**src/rtl/mdu.sv**
```systemverilog
// rtl/mdu.sv - iterative multiply/divide unit with HI/LO registers
package cpu_types_pkg;
    typedef logic [31:0] word_t;
    typedef logic [63:0] dword_t;
endpackage

module mdu
    import cpu_types_pkg::*;
(
    input  logic        CLK,
    input  logic        RST,
    input  logic        start,
    input  logic [1:0]  op,
    input  logic [31:0] port_a,
    input  logic [31:0] port_b,
    input  logic        hi_we,
    input  logic        lo_we,
    input  logic [31:0] wdata,
    output logic        busy,
    output logic        done,
    output logic [31:0] hi,
    output logic [31:0] lo
);

    typedef enum logic [1:0] {
        S_IDLE = 2'd0,
        S_RUN  = 2'd1,
        S_DONE = 2'd2
    } state_t;

    state_t state, next_state;

    logic [1:0] op_q;
    word_t      a_q;
    word_t      opnd_q;
    word_t      part_hi;
    word_t      part_lo;
    logic       a_neg_q;
    logic       b_neg_q;
    logic       div_zero_q;
    logic [4:0] cnt;
    logic       last;

    logic       signed_in;
    logic       a_neg_in;
    logic       b_neg_in;
    word_t      a_mag_in;
    word_t      b_mag_in;

    logic [32:0] mul_sum;
    logic [32:0] div_r;
    logic [32:0] div_diff;
    word_t       nxt_hi;
    word_t       nxt_lo;
    dword_t      prod;
    logic        res_neg;
    word_t       fin_hi;
    word_t       fin_lo;

    assign last = (cnt == 5'd31);

    // State register
    always_ff @(posedge CLK) begin
        if (RST) begin
            state <= S_IDLE;
        end else begin
            state <= next_state;
        end
    end

    // Next-state and status outputs; busy/done decode straight from the state
    always_comb begin
        next_state = state;
        busy       = 1'b0;
        done       = 1'b0;
        case (state)
            S_IDLE: begin
                if (start) begin
                    next_state = S_RUN;
                end
            end
            S_RUN: begin
                busy = 1'b1;
                if (last) begin
                    next_state = S_DONE;
                end
            end
            S_DONE: begin
                done       = 1'b1;
                next_state = S_IDLE;
            end
            default: begin
                next_state = S_IDLE;
            end
        endcase
    end

    // Operand magnitudes at start; signed ops iterate on absolute values
    always_comb begin
        signed_in = ~op[0];
        a_neg_in  = signed_in & port_a[31];
        b_neg_in  = signed_in & port_b[31];
        a_mag_in  = a_neg_in ? (~port_a + 32'd1) : port_a;
        b_mag_in  = b_neg_in ? (~port_b + 32'd1) : port_b;
    end

    // One iteration step: shift-add multiply or restoring divide
    always_comb begin
        mul_sum  = {1'b0, part_hi} + (part_lo[0] ? {1'b0, opnd_q} : 33'd0);
        div_r    = {part_hi, part_lo[31]};
        // bit 32 of the difference is the borrow: the partial remainder is
        // always below twice the divisor, so a non-negative result fits 32 bits
        div_diff = div_r - {1'b0, opnd_q};
        if (!op_q[1]) begin
            nxt_hi = mul_sum[32:1];
            nxt_lo = {mul_sum[0], part_lo[31:1]};
        end else if (!div_diff[32]) begin
            nxt_hi = div_diff[31:0];
            nxt_lo = {part_lo[30:0], 1'b1};
        end else begin
            nxt_hi = div_r[31:0];
            nxt_lo = {part_lo[30:0], 1'b0};
        end
    end

    // Sign correction and special cases applied to the last step's result
    always_comb begin
        prod    = {nxt_hi, nxt_lo};
        res_neg = a_neg_q ^ b_neg_q;
        if (!op_q[1]) begin
            if (res_neg) begin
                prod = ~prod + 64'd1;
            end
            fin_hi = prod[63:32];
            fin_lo = prod[31:0];
        end else if (div_zero_q) begin
            fin_hi = a_q;
            fin_lo = 32'hFFFF_FFFF;
        end else begin
            fin_lo = res_neg ? (~nxt_lo + 32'd1) : nxt_lo;
            fin_hi = a_neg_q ? (~nxt_hi + 32'd1) : nxt_hi;
        end
    end

    // Datapath: operand latch, iteration, result write-back, MTHI/MTLO
    always_ff @(posedge CLK) begin
        if (RST) begin
            op_q       <= 2'b00;
            a_q        <= '0;
            opnd_q     <= '0;
            part_hi    <= '0;
            part_lo    <= '0;
            a_neg_q    <= 1'b0;
            b_neg_q    <= 1'b0;
            div_zero_q <= 1'b0;
            cnt        <= '0;
            hi         <= '0;
            lo         <= '0;
        end else begin
            case (state)
                S_IDLE: begin
                    if (start) begin
                        op_q       <= op;
                        a_q        <= port_a;
                        a_neg_q    <= a_neg_in;
                        b_neg_q    <= b_neg_in;
                        div_zero_q <= (port_b == 32'd0);
                        cnt        <= '0;
                        part_hi    <= '0;
                        // multiply walks multiplier bits out of part_lo;
                        // divide shifts dividend bits out of part_lo
                        part_lo    <= op[1] ? a_mag_in : b_mag_in;
                        opnd_q     <= op[1] ? b_mag_in : a_mag_in;
                    end else begin
                        if (hi_we) hi <= wdata;
                        if (lo_we) lo <= wdata;
                    end
                end
                S_RUN: begin
                    part_hi <= nxt_hi;
                    part_lo <= nxt_lo;
                    cnt     <= cnt + 5'd1;
                    if (last) begin
                        hi <= fin_hi;
                        lo <= fin_lo;
                    end
                end
                S_DONE: begin
                    if (hi_we) hi <= wdata;
                    if (lo_we) lo <= wdata;
                end
                default: begin
                    cnt <= '0;
                end
            endcase
        end
    end

endmodule

```
**config.mk**
```make
export PLATFORM = sky130hd
export DESIGN_NAME = mdu
export DESIGN_NICKNAME = d
export VERILOG_FILES = /design/src/rtl/mdu.sv
export SDC_FILE = /design/constraint.sdc
export NUM_CORES = 1
export LEC_CHECK = 0
export CAP_MARGIN = 20
export CORE_AREA = 2 2 165 232
export DETAILED_ROUTE_END_ITERATION = 16
export DIE_AREA = 0 0 167 234
export PLACE_DENSITY = 0.8
export SYNTH_ARGS = -nofsm -noshare
export SYNTH_HDL_FRONTEND = slang
export SYNTH_SLANG_ARGS = --single-unit
```
**constraint.sdc**
```tcl
create_clock -name CLK -period 5.1 [get_ports CLK]
set_input_delay 0.51 -clock CLK [delete_from_list [all_inputs] [get_ports CLK]]
set_output_delay 0.51 -clock CLK [all_outputs]
set_load 0.02 [all_outputs]
```
# Word level (Yosys, flattened, before mapping)
# Index checks and enable logic that the tools add are counted.
# Widths: inputs -> output; s select.
[classes]
addsub = 8
eq_ne = 6
n_mux = 35
n_bitwise = 10
n_reduce_logical = 9
[op_table]
columns = ["cell", "n"]
rows = [
  ["$mux 32", 22],
  ["$pmux 32 s3", 2],
  ["$add 32x1->32 const B", 4],
  ["$not 32->32", 4],
  ["$pmux 32 s2", 2],
  ["$add 64x1->64 const B", 1],
  ["$mux 64", 1],
  ["$not 64->64", 1],
  ["$add 32x32->33", 1],
  ["$sub 33x32->33", 1],
  ["$logic_not 32->1", 1],
  ["$pmux 5 s3", 1],
  ["$reduce_and 2->1", 4],
  ["$ne 2x2->1 const B", 3],
  ["$add 5x1->5 const B", 1],
  ["$eq 5x5->1 const B", 1],
  ["$mux 5", 1],
  ["$mux 2", 2],
  ["$pmux 2 s2", 1],
  ["$mux 1", 3],
  ["$reduce_and 3->1", 1],
  ["$reduce_bool 3->1", 1],
  ["$and 1x1->1", 2],
  ["$eq 2x1->1 const B", 1],
  ["other kinds (5)", 6],
]
[word_totals]
reg_bits = 204
inputBits = 103
word_cells = 80

# Depth between registers and ports, before layout
[logic_depth]
ltp_word = 10
mapped_depth = 24

# Least setup slack after synthesis
# Ideal clock, no wire load.
[synth_path]
path_kind = "reg-to-reg"
from = "register op_q[1]"
to = "register hi[24]"
setup_time_ps = 129
arrival_ps = 4802
required_time_ps = 4971
path_slack_ps = 169
path_stages_with_launch = 20
period_less_slack_ps = 4931
path_cell_list = "dfxtp_1 > buf_2 > buf_1 > buf_2 > clkbuf_1 > buf_2 > buf_1 > buf_1 > clkbuf_1 > a31oi_1 > inv_1 > ha_1 > o311ai_0 > nor3_1 > clkbuf_1 > nand4_1 > nor3_1 > mux2_2 > o31ai_1 > o41ai_1"
[synth_between]
elab_chain_cells = 8
elab_cells_between_ends = 12
[synth_rtl]
columns = ["element", "line", "rtl"]
rows = [
  ["from (decl)", "33", "logic [1:0] op_q;"],
  ["from (signal assigned)", "163", "op_q <= op;"],
  ["$mux 32", "114", "if (!op_q[1]) begin"],
  ["$not 32->32", "141", "fin_hi = a_neg_q ? (~nxt_hi + 32'd1) : nxt_hi;"],
  ["$add 32x1->32", "141", ""],
  ["$mux 32", "141", ""],
  ["$mux 32", "136", "end else if (div_zero_q) begin"],
  ["$mux 32 (*)", "130", "if (!op_q[1]) begin"],
  ["$mux 32 (*)", "183", "if (last) begin"],
  ["$pmux 32 s3 (*)", "160", "case (state)"],
  ["to (signal assigned)", "175", "if (hi_we) hi <= wdata;"],
  ["to (signal assigned)", "184", "hi <= fin_hi;"],
  ["to (signal assigned)", "189", "if (hi_we) hi <= wdata;"],
  ["to (decl)", "21", "output logic [31:0] hi,"],
]
# Mark *: on every way between the ends. The rest lies on a longest branch, timed or not. The select of a mux whose other input is x is not followed.
# A chain may end at the register's enable or synchronous reset.

# Worst setup path in the final report
[layout_path]
from = "register part_lo[0]"
to = "register hi[27]"
[layout_between]
elab_chain_cells = 10
elab_cells_between_ends = 14
[layout_rtl]
columns = ["element", "line", "rtl"]
rows = [
  ["from (decl)", "37", "word_t part_lo;"],
  ["from (signal assigned)", "172", "part_lo <= op[1] ? a_mag_in : b_mag_in;"],
  ["from (signal assigned)", "181", "part_lo <= nxt_lo;"],
  ["$mux 32", "109", "mul_sum = {1'b0, part_hi} + (part_lo[0] ? {1'b0, opnd_q} : 33'd0);"],
  ["$add 32x32->33", "109", ""],
  ["$mux 32", "114", ""],
  ["$not 32->32", "141", ""],
  ["$add 32x1->32", "141", ""],
  ["$mux 32", "141", ""],
  ["$mux 32", "136", ""],
  ["$mux 32 (*)", "130", ""],
  ["$mux 32 (*)", "183", ""],
  ["$pmux 32 s3 (*)", "160", ""],
]
# Marks and branches as above.

==> summary.md <==
| Metric | Value |
|---|---|
| Most frequent cell after synthesis | nand2_1 |
| CTS Buf Count | 23 |
| Status | completed |
| Die Area | 39,100 sq um |
| # rows | 84 |
| Gpl congestion | 1.04 |
| WS Path Type | reg -> reg |
| Ys async rst share | 0% |
| Reg area | about 4100 sq um |
| CP Launch Type | flip-flop |
| Hold Path Stages | 2 |
| Syn nets | roughly 2,700 |
| Core Area | 37,100 sq um |
| Die X-Extent | 167 um |
| I/O pin cnt | 169 |
| Initial antenna violation count | 1 |
| Number of DRC markers in iteration 0 | 2,712 |
| CTS Buffer Depth | 3 |
| Slew at the pin with the worst max-slew slack | between 1000 and 1500 ps |
| Drt wl/cell | 27.5 um |
| Number of synthesized register bits | 203 |
| Multi-input logic area | 12,800 sq um |
| Grt total ovfl | 0 |
| Syn_area_per_cell | 7.08 sq um |
| Max Cap Violations | 0 |
| Pre-CTS setup slack | 145 ps |
| CTS H-tree depth | 1 |
| Top post-synthesis cells by area | dfxtp_1 (23%), nand2_1 (7.1%), a21oi_1 (7.0%) |
| Yosys top cell area share | 23.0% |
| Layout Skew | 29.3 ps |
| Fillcell total | 3,585 |
| Cell Pwr Density | 262 nW/um^2 |
| Cells after Synth | 2,490 |
| Synth area leader | dfxtp_1 |
| Vias in the first global route | 19,800 |
| Drc violations | 0 |
| Detailed-route wire length | 86,700 um |
| First-pass GRT wire length | between 100,000 and 150,000 um |
| CP required | between 5000 and 6000 ps |
| Clock sink count | 203 |
| R2r worst-path depth | 16 |
| Min-delay worst type | in -> reg |
| Yosys warnings | 0 |
| Final net count | 2,837 |
| Die Ht | 234 um |
| Clock transition at the registers of the reported paths | 70 ps |
| Worst vdd ir | between 0.2 and 0.3 mV |
| Design Area, Final | 21,300 sq um |
| P_leak | ~8.2 nW |
| Antenna diodes | 0 |
| Vias per std cell | 6.63 |
| Post-synth EDFFs | 0 |
| Sequential-to-total area share from yosys stat | 23.0% |
| Layout cells sized above 1 | 9.86% |
| Post-Layout Cell Count | 3,151 |
| Area post-placement | slightly above 20,000 sq um |
| Internal reg-to-reg setup slack | 180 ps |
| GRT Util Overall | 42.6% |
| Final period util | 96.4% |
| Most frequent cells after synthesis | nand2_1 (335), nor2_1 (303), a21oi_1 (246) |
| DR vias | 20,900 |
| Drt pass-1 iters | 8 |
| Detail Route Antenna Nets | 0 |
| Hold Vio Cnt, Final | 0 |
| Final setup violation count | 0 |
| HPWL Detailed | 67,900 um |
| Netlist cell types | 87 |
| Pin count of the biggest net entering global routing | 83 |
| Starting density of the core | 47.5% |
| CTS Root Buffer Type | clkbuf_16 |
| Clk Latency, worst-skew pair | 570 ps |
| Area Overhead vs Synth | 20.9% |
| Crit path time final | 4920 ps |
| Final Worst Setup Slack | approximately 180 ps |
| Crit. End Element | flip-flop |
| Top_reg_cell synth | dfxtp_1 |
| CTS tree | yes |
| Maximum clock rate | slightly above 200 MHz |
| I/O Buffers | 168 |
| CP arrival | around 5400 ps |
| Placed cells | slightly above 3,000 |
| Mapped cell area | about 18,000 sq um |
| CP Max Fanout | 31 |
| Max-slew violation count | 0 |
| Hold slack | around 330 ps |
| Slew Limit Headroom | 27.0% |
-- through the flow --
step | TNS, ps | utilization, % | total power [mW]
floorplan | 0 | - | 2.90
global placement | 0 | 55.0 | 3.72
CTS | 0 | 57.2 | 5.50
global route | -48.9 | 57.5 | 5.75
detailed placement | 0 | 55.0 | 3.73
finish | 0 | 57.5 | 5.58
-- power breakdown --
| part | switching, mW | leakage, nW | internal [mW] | total [mW] |
|---|---|---|---|---|
| combinational | 1.29 | 6.11 | 0.726 | 2.01 |
| sequential | 0.102 | 1.66 | 1.68 | 1.78 |
| clock | 0.790 | 0.395 | 1.00 | 1.79 |
-- placed cells by master, fill, tap and decap left out, types with 24 or more instances in the layout --
cell             count
a211oi_1            41
a21o_1              24
a21oi_1            245
a22oi_1             36
a311oi_1            42
a31oi_1             36
and2_1              50
buf_4              138
clkdlybuf4s50_1    166
dfxtp_1            202
ha_1                70
inv_1               70
mux2i_1             37
nand2_1            334
nand3_1             47
nor2_1             302
nor3_1              49
nor4_1              26
o211ai_1            61
o21ai_0            134
xnor2_1            105
xor2_1              73
-- final timing paths --
path / from / endpoint
worst min-delay path: RST / part_hi[16]
worst min register to register: a_q[24] / a_q[24]
worst max register to register: part_lo[0] / hi[27]
worst max-delay path: part_lo[0] / hi[27]
-- repair_timing --
item	in CTS	in global routing
hold buffers	0	0
setup endpoints to repair	0	16
setup buffers	0	2
resized for setup	0	18
-- layout make-up --
| type | instances | area share (%) |
|---|---|---|
| Clock buffer | 27 | 2.96 |
| Clock inverter | 14 | 0.763 |
| Inverter | 73 | 1.28 |
| Multi-Input combinational cell | 2051 | 60.0 |
| Sequential cell | 203 | 19.1 |
| Tap cell | 473 | 2.78 |
| Timing Repair Buffer | 310 | 13.1 |
-- flip-flops by register name, indices dropped and copies added, names as in the netlist --
register,flops
a_neg_q,1
a_q,32
cnt,5
op_q,1
part_lo,32
part_hi,32
lo,32
div_zero_q,1
opnd_q,32
state,2
b_neg_q,1
hi,32
-- layer usage --
metal,wire length (um),track usage [%]
met1,29900,46.0
met2,41200,74.1
met3,6790,6.35
met4,8930,35.0
met5,0,0
-- cell families (layout without fill, tap and decap cells) --
family	count (synthesis)	in the layout	synth area share, %
AO/OA/AOI/OAI	795	795	29.8
adder cells (fa/ha/maj)	72	72	5.19
XOR/XNOR	181	181	8.99
AND/OR/NAND/NOR	943	943	24.2
buffers and inverters	236	424	5.12
flip-flops	203	203	23.0
multiplexers	60	60	3.63
-- critical path, cell delays in order, from the launching register on --
cell	delay, ps
dfxtp_1	350
buf_12	170
and2_1	160
ha_1	350
o21a_1	210
o21ai_0	390
a211o_2	330
a2111oi_4	120
o31ai_1	340
mux2i_2	390
o311a_1	270
nor4b_1	300
or4b_4	560
or3_4	420
a41oi_2	190
o2111ai_1	120
o22ai_1	170
Note: power is estimated with default switching activity, not from simulation.
==> variant: new RTL, config.mk and constraints unchanged <==
Add an input register stage for `port_b`, cleared by the reset; this delays it by one clock. The other inputs are not delayed to match.
--- a/src/rtl/mdu.sv
+++ b/src/rtl/mdu.sv
@@ -28,6 +28,16 @@
         S_DONE = 2'd2
     } state_t;
 
+    logic [31:0] port_b_q;
+
+    always_ff @(posedge CLK) begin
+        if (RST) begin
+            port_b_q <= '0;
+        end else begin
+            port_b_q <= port_b;
+        end
+    end
+
     state_t state, next_state;
 
     logic [1:0] op_q;
@@ -99,9 +109,9 @@
     always_comb begin
         signed_in = ~op[0];
         a_neg_in  = signed_in & port_a[31];
-        b_neg_in  = signed_in & port_b[31];
+        b_neg_in  = signed_in & port_b_q[31];
         a_mag_in  = a_neg_in ? (~port_a + 32'd1) : port_a;
-        b_mag_in  = b_neg_in ? (~port_b + 32'd1) : port_b;
+        b_mag_in  = b_neg_in ? (~port_b_q + 32'd1) : port_b_q;
     end
 
     // One iteration step: shift-add multiply or restoring divide
@@ -164,7 +174,7 @@
                         a_q        <= port_a;
                         a_neg_q    <= a_neg_in;
                         b_neg_q    <= b_neg_in;
-                        div_zero_q <= (port_b == 32'd0);
+                        div_zero_q <= (port_b_q == 32'd0);
                         cnt        <= '0;
                         part_hi    <= '0;
                         // multiply walks multiplier bits out of part_lo;
Function: no difference found for any inputs over 4 cycles, from zero or initial values and one cycle with RST high; that may be too few to reach the edited logic, so the function may still have changed.
==> variant against the unedited design <==
- the run now ends with setup timing left
- count of clock-buffer cells in the layout is 5 higher
- sequential cell count is 32 higher
- sequential power is 14% higher
- synthesized area is 10% higher
- hold slack better by 130 ps
- critical endpoint is now hi[31]
- final area is 12% higher
- utilization is 6.7 points higher
- routed wire length is 14% higher
- total power is 13% higher
- setup slack worse by 210 ps
- clock power is 13% higher
==> variant: results (changes against the unedited design) <==
* Setup ws final at -26.8 ps (was 182 ps)
* Met1 Resource Use GR at 52.0% (was 46.0%)
* CP arrival at 5560 ps (was 5420 ps)
* Synth Area per Inst at 7.13 µm² (was 7.08 µm²)
* Num CTS Buffers at 25 (was 23)
* Synth Area in XOR/XNOR at 7.65% (was 8.99%)
* Slew headroom at 25.1% (was 27.0%)
* CTS sink cnt at 235 (was 203)
* Ranking of synthesized cells by area: dfxtp_1 24%, nand2_1 6.6%, a21oi_1 6.3% (was dfxtp_1 23%, nand2_1 7.1%, a21oi_1 7.0%)
* Final setup violating endpoints at 1 (was 0)
* Clk pwr at 2.03 mW (was 1.79 mW)
* Distinct cell type count after synthesis at 88 (was 87)
* Inverter count at 74 (was 73)
* Placed inst area at 22700 µm² (was 20400 µm²)
* Data buffer area share at 14.4% (was 13.1%)
* Wire length on met3 at 9.63 mm (was 6.79 mm)
* DP Worst Slack at -6.63 ps (was 145 ps)
* Status: finished with violations (was complete, no violations)
* Post-Synth Adder-Cell Area at 4.71% (was 5.19%)
* GR Layer Usage met3 at 8.93% (was 6.35%)
* M2 GR Usage at 81.9% (was 74.1%)
* Post-Route Utilization at 64.1% (was 57.5%)
* Global-route wire length before repair at 143 mm (was 125 mm)
* Post-CTS sizing at 2 (was 0)
* Clk_buf instances at 32 (was 27)
* DR WL met2 at 45.5 mm (was 41.2 mm)
* Reg power frac at 32.1% (was 31.8%)
* Placed cells at 3408 (was 3108)
* Vias in the first global route at 22527 (was 19762)
* First-pass iteration count of the detailed router at 9 (was 8)
* Final HPWL DP at 76.3 mm (was 67.9 mm)
* Failing checks: setup timing
* Total power at 6.33 mW (was 5.58 mW)
* Worst-case reg-to-reg path depth at 18 (was 16)
* Multiplexer area fraction after synthesis at 2.86% (was 3.63%)
* Mapped Nets at 2904 (was 2665)
* Net Sw Power at 2.39 mW (was 2.18 mW)
variant: cell types whose count changed in the layout (fill, tap and decap cells not counted), sizes merged, moves of 20 or more:
cell,change
o21ai,+62
dfxtp,+32
a31oi,+24
buf,+88
nor3,+25
a311oi,-28
nor2b,+35
xnor2,-20
nor2,-29
variant: worst max path at each step:
stage,start,endpoint,slack [ps],cells past startpoint
2_1_floorplan,part_lo[31],hi[26],100,25
3_3_place_gp,part_lo[0],hi[31],3,17
3_5_place_dp,part_lo[0],hi[31],-7,17
4_1_cts,part_lo[0],hi[31],10,17
5_1_grt,part_lo[31],hi[30],-40,20
6_report,part_lo[0],hi[31],-30,18
variant: critical path, stage by stage (launching register included):
cell and delay [ps]:
dfxtp_2 370, buf_4 190, buf_4 180, buf_4 180, and2_1 200, ha_1 410, nand2_1 160, o21ai_0 630
nor2_1 70, and4_1 220, o31ai_1 330, mux2_2 460, a221oi_2 450, o21a_1 200, nor4bb_1 320, buf_4 200
a211oi_1 80, o21ai_0 220, a31oi_1 120
